--- config.mk ---
export PLATFORM = sky130hd
export DESIGN_NAME = conv_pass_sequencer
export DESIGN_NICKNAME = d
export VERILOG_FILES = /design/src/rtl/conv_pass_sequencer.sv
export SDC_FILE = /design/constraint.sdc
export NUM_CORES = 1
export LEC_CHECK = 0
export ABC_CLOCK_PERIOD_IN_PS = 4000
export CAP_MARGIN = 5
export CORE_MARGIN = 3
export CORE_UTILIZATION = 53
export DETAILED_ROUTE_END_ITERATION = 12
export PLACE_DENSITY = 0.9
export SLEW_MARGIN = 15
export SYNTH_ARGS = -nofsm -noshare
export SYNTH_HDL_FRONTEND = slang
export SYNTH_SLANG_ARGS = --single-unit
--- constraint.sdc ---
create_clock -name clk -period 4 [get_ports clk]
set_input_delay 0.6 -clock clk [delete_from_list [all_inputs] [get_ports clk]]
set_output_delay 0.6 -clock clk [all_outputs]
set_load 0.03 [all_outputs]
--- src/rtl/conv_pass_sequencer.sv ---
// conv_pass_sequencer
// Sequences a P-lane convolution datapath. Each frame is split into
// ceil(NOUT/P) passes. A pass clears the accumulators, issues LENF
// filter/sample address pairs, then offers the P results to the output buffer.
//
// Ports:
//   clk, reset        clock, asynchronous active-high reset
//   x_full            x buffer holds a full frame (level, sampled in IDLE only)
//   x_release         1-cycle pulse, frame consumed, loader may refill
//   x_addr            per-lane x read address, lane i at [i*ADDRX +: ADDRX]
//   f_addr            filter ROM address
//   clr_acc, en_acc   MAC accumulator clear / accumulate strobes
//   wr_valid/ready    pass result handshake with the output buffer
//   wr_base           output index of lane 0
//   wr_count          number of valid lanes (1..P)
//   lane_mask         per-lane valid bits
//   busy, conv_done   not idle / all passes written, waiting for drain
//   out_drained       output buffer fully sent (pulse, sampled in DONE only)
module conv_pass_sequencer #(
    parameter int unsigned LENX  = 64,
    parameter int unsigned LENF  = 33,
    parameter int unsigned P     = 4,
    parameter int unsigned ADDRX = 6,
    parameter int unsigned ADDRF = 6
) (
    input  logic               clk,
    input  logic               reset,
    input  logic               x_full,
    output logic               x_release,
    output logic [P*ADDRX-1:0] x_addr,
    output logic [ADDRF-1:0]   f_addr,
    output logic               clr_acc,
    output logic               en_acc,
    output logic               wr_valid,
    input  logic               wr_ready,
    output logic [ADDRX-1:0]   wr_base,
    output logic [$clog2(P):0] wr_count,
    output logic [P-1:0]       lane_mask,
    output logic               busy,
    output logic               conv_done,
    input  logic               out_drained
);

    localparam int unsigned NOUT = LENX - LENF + 1;
    // One extra bit so base+lane+tap can exceed LENX-1 before clamping.
    localparam int unsigned AW   = ADDRX + 1;
    localparam int unsigned KW   = (LENF > 1) ? $clog2(LENF) : 1;
    localparam int unsigned CW   = $clog2(P) + 1;

    localparam logic [AW-1:0] NoutW = AW'(NOUT);
    localparam logic [AW-1:0] XMaxW = AW'(LENX - 1);
    localparam logic [AW-1:0] PW    = AW'(P);
    localparam logic [KW-1:0] KLast = KW'(LENF - 1);

    typedef enum logic [2:0] {
        StIdle,
        StClear,
        StMac,
        StDrain,
        StWrite,
        StDone
    } state_e;

    state_e        state_q;
    logic [AW-1:0] base_q;
    logic [KW-1:0] k_q;

    logic [KW-1:0]      k_issue;
    logic [AW-1:0]      lane_sum [P];
    logic [P*ADDRX-1:0] x_addr_d;
    logic [AW-1:0]      remaining;
    logic [CW-1:0]      count_d;
    logic [P-1:0]       mask_d;
    logic [AW-1:0]      base_next;
    logic               pass_last;

    // Tap whose addresses get registered at the coming edge: tap 0 when
    // leaving CLEAR, otherwise the tap after the current one.
    assign k_issue = (state_q == StMac) ? k_q + KW'(1) : '0;

    always_comb begin
        lane_sum = '{default: '0};
        x_addr_d = '0;
        for (int i = 0; i < P; i++) begin
            lane_sum[i] = base_q + AW'(i) + AW'(k_issue);
            // Only masked lanes of the last pass ever hit the clamp.
            x_addr_d[i*ADDRX +: ADDRX] = (lane_sum[i] > XMaxW) ? XMaxW[ADDRX-1:0]
                                                               : lane_sum[i][ADDRX-1:0];
        end
    end

    assign remaining = NoutW - base_q;
    assign count_d   = (remaining >= PW) ? CW'(P) : CW'(remaining);
    assign base_next = base_q + PW;
    assign pass_last = (base_next >= NoutW);

    always_comb begin
        mask_d = '0;
        for (int i = 0; i < P; i++) begin
            mask_d[i] = (AW'(i) < remaining);
        end
    end

    always_ff @(posedge clk or posedge reset) begin
        if (reset) begin
            state_q   <= StIdle;
            base_q    <= '0;
            k_q       <= '0;
            x_addr    <= '0;
            f_addr    <= '0;
            clr_acc   <= 1'b0;
            en_acc    <= 1'b0;
            wr_valid  <= 1'b0;
            wr_base   <= '0;
            wr_count  <= '0;
            lane_mask <= '0;
            busy      <= 1'b0;
            conv_done <= 1'b0;
            x_release <= 1'b0;
        end else begin
            // Memories and ROM return data one cycle after the address.
            en_acc    <= (state_q == StMac);
            clr_acc   <= 1'b0;
            x_release <= 1'b0;

            case (state_q)
                StIdle: begin
                    // x_full is still the stale level of the frame just released;
                    // wait one cycle for the loader to see x_release.
                    if (x_full && !x_release) begin
                        state_q <= StClear;
                        base_q  <= '0;
                        clr_acc <= 1'b1;
                        busy    <= 1'b1;
                    end
                end
                StClear: begin
                    state_q <= StMac;
                    k_q     <= '0;
                    f_addr  <= ADDRF'(k_issue);
                    x_addr  <= x_addr_d;
                end
                StMac: begin
                    if (k_q == KLast) begin
                        state_q <= StDrain;
                    end else begin
                        k_q    <= k_issue;
                        f_addr <= ADDRF'(k_issue);
                        x_addr <= x_addr_d;
                    end
                end
                StDrain: begin
                    state_q   <= StWrite;
                    wr_valid  <= 1'b1;
                    wr_base   <= base_q[ADDRX-1:0];
                    wr_count  <= count_d;
                    lane_mask <= mask_d;
                end
                StWrite: begin
                    if (wr_ready) begin
                        wr_valid <= 1'b0;
                        base_q   <= base_next;
                        if (pass_last) begin
                            state_q   <= StDone;
                            conv_done <= 1'b1;
                        end else begin
                            state_q <= StClear;
                            clr_acc <= 1'b1;
                        end
                    end
                end
                StDone: begin
                    if (out_drained) begin
                        state_q   <= StIdle;
                        conv_done <= 1'b0;
                        busy      <= 1'b0;
                        x_release <= 1'b1;
                    end
                end
                default: begin
                    state_q <= StIdle;
                end
            endcase
        end
    end

endmodule

==> flow_summary.yaml, run 1 <==
floorplan:
  die_w_um: 82.7
  coreArea_um2: 5610
  initial_core_util_pct: 55.6
  rows: 27
  dieArea_um2: 6830
  num_io_pins: 54
  dieHeight_um: 82.7
yosys:
  synth_area_um2: 3120
  avgSynthCellArea_um2: 9.53
  synth-seq-cells: 51
  ys_seq_area_share_pct: 41.0
  yosysWarnings: 0
  async_flop_share_pct: 100
  syn_inst: 327
  ys_types: 54
  synth_flop_cell: "dfrtp_1"
  synth_edf_count: 0
pwr:
  power_mw: 2.72
  cellPowerDensity_nw_per_um2: 732
  leakagePower_nw: 1.59
  peakVddDrop_v: 0.000439
setup_path:
  cp_top_family: "compound AO/OA/AOI/OAI gates"
  endpoint_kind: "register"
  cp_num_buf_inv: 1
  crit_chain: "or3b_2, nor2_1, ha_1, inv_1, fa_1, nor2b_2, o211a_1, o31ai_1, a41oi_1"
  worstSetupPathType: "reg2reg"
  crit_slowest_cell: "fa_1"
  arrival_ps: 3780
  required_ps: 4150
  cp_max_fo: 13
  max_stage_delay_ps: 630
  startpoint_type: "register"
clock_network:
  cts_tree: "done"
  cts-buffers-inserted: 5
  clkTransAtPathRegs_ps: 90
  cts_hold_buf: 0
  clkLatencyLatePin_ps: 300
  post-cts-setup-buffers: 0
  root_buffer: "clkbuf_8"
  htree_levels: 2
  cts_buffer_depth: 2
  clock_sinks: 51
  post_cts_resized: 0
layout:
  insertedDiodeCount: 0
  mostFrequentLayoutCell: "dfrtp_1"
  fillCellCount: 458
  fin_nets: 398
  final_cell_mix: "dfrtp_1, clkdlybuf4s50_1, nor2_1"
  final_util_pct: 66.3
  area_growth_pct: 19.4
  drive_above_1_share_pct: 4.86
timing:
  slew_violations: 0
  hold_viol: 0
  period_needed_ps: 3630
  fmax_mhz: 275
  setup_viol: 0
  worstMarginPinSlew_ps: 1020
  fin_skew_ps: 6.59
  fin_crit_sh_pct: 90.9
  setup_tns_ps: 0
  rsz0062_at_grt: "no"
  timing.slew.headroom_pct: 31.4
route:
  drt_iter0_drc: 153
  vias: 2571
  vias_per_cell: 5.82
  antenna_left: 0
  finalWirelength_mm: 6.89
  dr.pass1.iters: 4
  drc_errors: 0
  wire_per_inst_um: 15.6
grt:
  antenna_found_initial: 0
  grt_use_total_pct: 21.8
  overflow: 0
  grt_pass1_vias: 2421
  grt_pass1_wl_mm: 11.4
  grt_max_degree: 52
min_path:
  hold_class: "reg2reg"
place:
  io_buffers: 50
  dpl.hpwl_mm: 5.04
  gp_congestion: 0.904
flow_run:
  drv_cap: 0
status:
  status: "complete, no violations"
metrics by stage:
step / hold slack, ps / area (um2) / setup slack, ps / instances
6_report: 493 / 3720 / 366 / 442
2_1_floorplan: 550 / 3130 / 637 / 331
3_5_place_dp: 479 / 3620 / 412 / 434
3_3_place_gp: 463 / 3620 / 521 / 434
5_1_grt: 536 / 3720 / 88.7 / 442
4_1_cts: 499 / 3720 / 385 / 442
flip-flops by register name (all words and copies together) (netlist names), 2 cells and up:
name      flops
k_q           6
wr_base       4
state_q       3
x_addr       24
wr_count      2
base_q        5
tightest hold or removal path: cells and delay by family (launching register included):
family	cells	cell delay, ps
compound gates	1	60
flops	1	360
simple gates	1	40
where the power goes:
part | leakage, nW | internal (mW) | total (mW) | switching [mW]
clock | 0.0515 | 0.158 | 0.320 | 0.162
sequential | 0.632 | 0.706 | 0.831 | 0.125
combinational | 0.911 | 0.604 | 1.57 | 0.967
total | 1.59 | 1.47 | 2.72 | 1.25
area by class of cell:
cell class                 instances  area, um2  area share, %
clock buffer                       8        100           2.69
inverter                          28        106           2.86
multi-input combinational        230       1620           43.6
sequential                        51       1280           34.3
tap                               72       90.1           2.42
timing repair buffer              53        523           14.1
cells in the mapped netlist (5+ instances only):
| library cell | count | area share [%] |
|---|---|---|
| buf_2 | 8 | 1.3 |
| a21oi_1 | 12 | 1.9 |
| a31oi_1 | 11 | 2.2 |
| buf_4 | 7 | 1.7 |
| ha_1 | 19 | 7.6 |
| xor2_1 | 6 | 1.7 |
| clkbuf_1 | 6 | 0.72 |
| nor2_1 | 38 | 4.6 |
| o21ai_0 | 15 | 2.4 |
| xnor2_1 | 17 | 4.8 |
| nand2_1 | 19 | 2.3 |
| nand3_1 | 9 | 1.4 |
| dfrtp_1 | 51 | 41 |
| nor2b_1 | 9 | 1.8 |
| fa_1 | 5 | 3.2 |
| inv_1 | 28 | 3.4 |
| a41oi_1 | 7 | 2.0 |
layer usage:
layer | part of all wire [%] | global-route usage, %
met1 | 40 | 27.5
met2 | 51 | 37.6
met3 | 7.1 | 4.56
met4 | 1.8 | 6.21
met5 | 0 | 0
final timing paths:
check / startpoint / endpoint / slack (ps) / depth (start not counted)
max in group asynchronous: reset / x_addr[6]$_DFFE_PP0P_ / 2720 / 2
worst max-delay path: state_q[0]$_DFFE_PP0P_ / x_addr[21]$_DFFE_PP0P_ / 370 / 9
min in group asynchronous: reset / x_addr[23]$_DFFE_PP0P_ / 770 / 2
worst min register to register: wr_base[4]$_DFFE_PP0P_ / wr_base[4]$_DFFE_PP0P_ / 490 / 2
worst min-delay path: wr_base[4]$_DFFE_PP0P_ / wr_base[4]$_DFFE_PP0P_ / 490 / 2
worst max register to register: state_q[0]$_DFFE_PP0P_ / x_addr[21]$_DFFE_PP0P_ / 370 / 9
cell families (layout without fill, tap and decap cells):
group,Yosys count,count (layout),share of synthesized area [%]
buffers and inverters,50,89,7.43
AND/OR/NAND/NOR,99,99,16.1
flip-flops,51,51,41.0
other,1,5,0.120
adder cells (fa/ha/maj),24,24,10.8
AO/OA/AOI/OAI,77,77,17.4
XOR/XNOR,23,23,6.47
multiplexers,2,2,0.723
No activity file was read; power rests on OpenSTA's default activity.
==> inputs of run 2 (changes only) <==
--- a/config.mk
+++ b/config.mk
@@ -7,6 +7,7 @@
 export LEC_CHECK = 0
 export ABC_CLOCK_PERIOD_IN_PS = 4000
 export CAP_MARGIN = 5
+export CORE_ASPECT_RATIO = 1.4
 export CORE_MARGIN = 3
 export CORE_UTILIZATION = 53
 export DETAILED_ROUTE_END_ITERATION = 12
==> run 2 against run 1 <==
  * Final area barely moved
  * Global-route usage fell by 0.98 points
  * Non-clock buffer count rose by 2
  * Hold slack got worse by 3.3 ps
  * Count of clock-buffer cells in the layout fell by 2
  * Clock power fell by 7.5%
  * Via count fell by 2.2%
  * Critical path depth did not move
  * Flip-flop and latch count did not move
  * Final cell count fell by 0.68%
  * Sequential share of layout area barely moved
==> flow_summary.yaml, run 2 (synthesis results as in run 1) <==
setup_path:
  endpoint_kind: "register"
  crit_slowest_cell: "or4_1"
  worstSetupPathType: "reg2reg"
  cp_num_buf_inv: 1
  arrival_ps: 3720
  crit_chain: "or3b_2, nor2_1, ha_1, inv_1, fa_1, nor2b_2, o211a_1, or4_1, a41oi_1"
  cp_max_fo: 13
  cp_top_family: "simple AND/OR/NAND/NOR gates"
  required_ps: 4210
  startpoint_type: "register"
  max_stage_delay_ps: 630
clock_network:
  post_cts_resized: 0
  htree_levels: 2
  cts_buffer_depth: 2
  clock_sinks: 51
  cts_hold_buf: 0
  clkLatencyLatePin_ps: 300
  cts_tree: "done"
  root_buffer: "clkbuf_8"
  cts-buffers-inserted: 5
  post-cts-setup-buffers: 0
  clkTransAtPathRegs_ps: 90
place:
  dpl-instance-area_um2: 3630
  dpl.hpwl_mm: 5.27
  io_buffers: 50
  dp.cells: 432
  gp_congestion: 0.975
layout:
  final_util_pct: 66.3
  final_cell_mix: "dfrtp_1, clkdlybuf4s50_1, nor2_1"
  top_register: "x_addr"
  reg_top3: "x_addr (24), k_q (6), base_q (5)"
  largest_register_ff_count: 24
  fin_nets: 400
  fillCellCount: 454
  stdcell_area_um2: 3720
  insertedDiodeCount: 0
  mostFrequentLayoutCell: "dfrtp_1"
  finalNonFillerCells: 439
  drive_above_1_share_pct: 5.39
  area_growth_pct: 19.3
status:
  status: "complete, no violations"
pwr:
  peakVddDrop_v: 0.000389
  cellPowerDensity_nw_per_um2: 726
  leakagePower_nw: 1.60
route:
  vias: 2514
  antenna_left: 0
  drt_iter0_drc: 140
  wire_per_inst_um: 16.0
  finalWirelength_mm: 7.04
  drc_errors: 0
  vias_per_cell: 5.73
  dr.pass1.iters: 5
timing:
  timing.slew.headroom_pct: 25.4
  hold_ws_ps: 490
  slew_violations: 0
  hold_viol: 0
  setup_viol: 0
  worstMarginPinSlew_ps: 1100
  fin_skew_ps: 8.14
  fin_crit_sh_pct: 87.8
  period_needed_ps: 3510
  rsz0062_at_grt: "no"
  fmax_mhz: 285
  setup_tns_ps: 0
floorplan:
  dieArea_um2: 6850
  die_w_um: 70.8
  rows: 32
  num_io_pins: 54
  initial_core_util_pct: 55.6
  coreArea_um2: 5610
  dieHeight_um: 96.7
grt:
  grt_use_total_pct: 20.8
  overflow: 0
  grt.busiest_layer: "met2"
  antenna_found_initial: 0
  grt_pass1_vias: 2500
  grtUsageMet2_pct: 37.6
  use_met1_pct: 24.6
  grt_max_degree: 52
  grtUsageMet3_pct: 2.81
  grt_pass1_wl_mm: 11.6
flow_run:
  drv_cap: 0
min_path:
  hold_class: "reg2reg"
## run 2: worst paths after layout
check	from	end	slack, ps	cells after the start
max	state_q[0]$_DFFE_PP0P_	x_addr[20]$_DFFE_PP0P_	490	9
min	wr_base[2]$_DFFE_PP0P_	wr_base[2]$_DFFE_PP0P_	490	2
max reg2reg	state_q[0]$_DFFE_PP0P_	x_addr[20]$_DFFE_PP0P_	490	9
min reg2reg	wr_base[2]$_DFFE_PP0P_	wr_base[2]$_DFFE_PP0P_	490	2
max in group asynchronous	reset	base_q[2]$_DFFE_PP0P_	2700	2
min in group asynchronous	reset	x_addr[18]$_DFFE_PP0P_	780	2
## run 2: where the power goes
group / internal (mW) / switching [mW] / leakage (nW)
registers: 0.706 / 0.128 / 0.632
logic: 0.606 / 0.963 / 0.919
clock network: 0.136 / 0.160 / 0.0470
total: 1.45 / 1.25 / 1.60
## run 2: stage by stage
stage          setup slack (ps)  power [mW]
5_1_grt                     251        2.89
3_5_place_dp                523        2.42
6_report                    490        2.70
3_3_place_gp                632        2.37
2_1_floorplan               637        1.90
4_1_cts                     490        2.72
## run 2: cell type report
| type | instances | area [um2] | area share [%] |
|---|---|---|---|
| clock buffer | 6 | 82.6 | 2.22 |
| clock inverter | 1 | 5.00 | 0.135 |
| inverter | 28 | 106 | 2.86 |
| multi-input combinational | 230 | 1620 | 43.7 |
| sequential | 51 | 1280 | 34.3 |
| tap | 68 | 85.1 | 2.29 |
| timing repair buffer | 55 | 538 | 14.5 |
## run 2: metal layers
layer  wire [um]  up-vias
li1            -     1201
met1        2760     1231
met2        3880       75
met3         317        7
met4          82        0
met5           0        -
## run 2: worst register-to-register path: cells and delay by family (launching register included)
family	cells	cell delay [ps]
flip-flops	1	510
AND/OR/NAND/NOR	4	1480
AO/OA/AOI/OAI	2	520
adder cells (fa/ha/maj)	2	850
buffers and inverters	1	80
==> inputs of run 3 (changes only) <==
--- a/config.mk
+++ b/config.mk
@@ -5,7 +5,6 @@
 export SDC_FILE = /design/constraint.sdc
 export NUM_CORES = 1
 export LEC_CHECK = 0
-export ABC_CLOCK_PERIOD_IN_PS = 4000
 export CAP_MARGIN = 5
 export CORE_ASPECT_RATIO = 1.4
 export CORE_MARGIN = 3
==> results of run 3 <==
Final layout, timing and power as in run 2 (identical DEF).
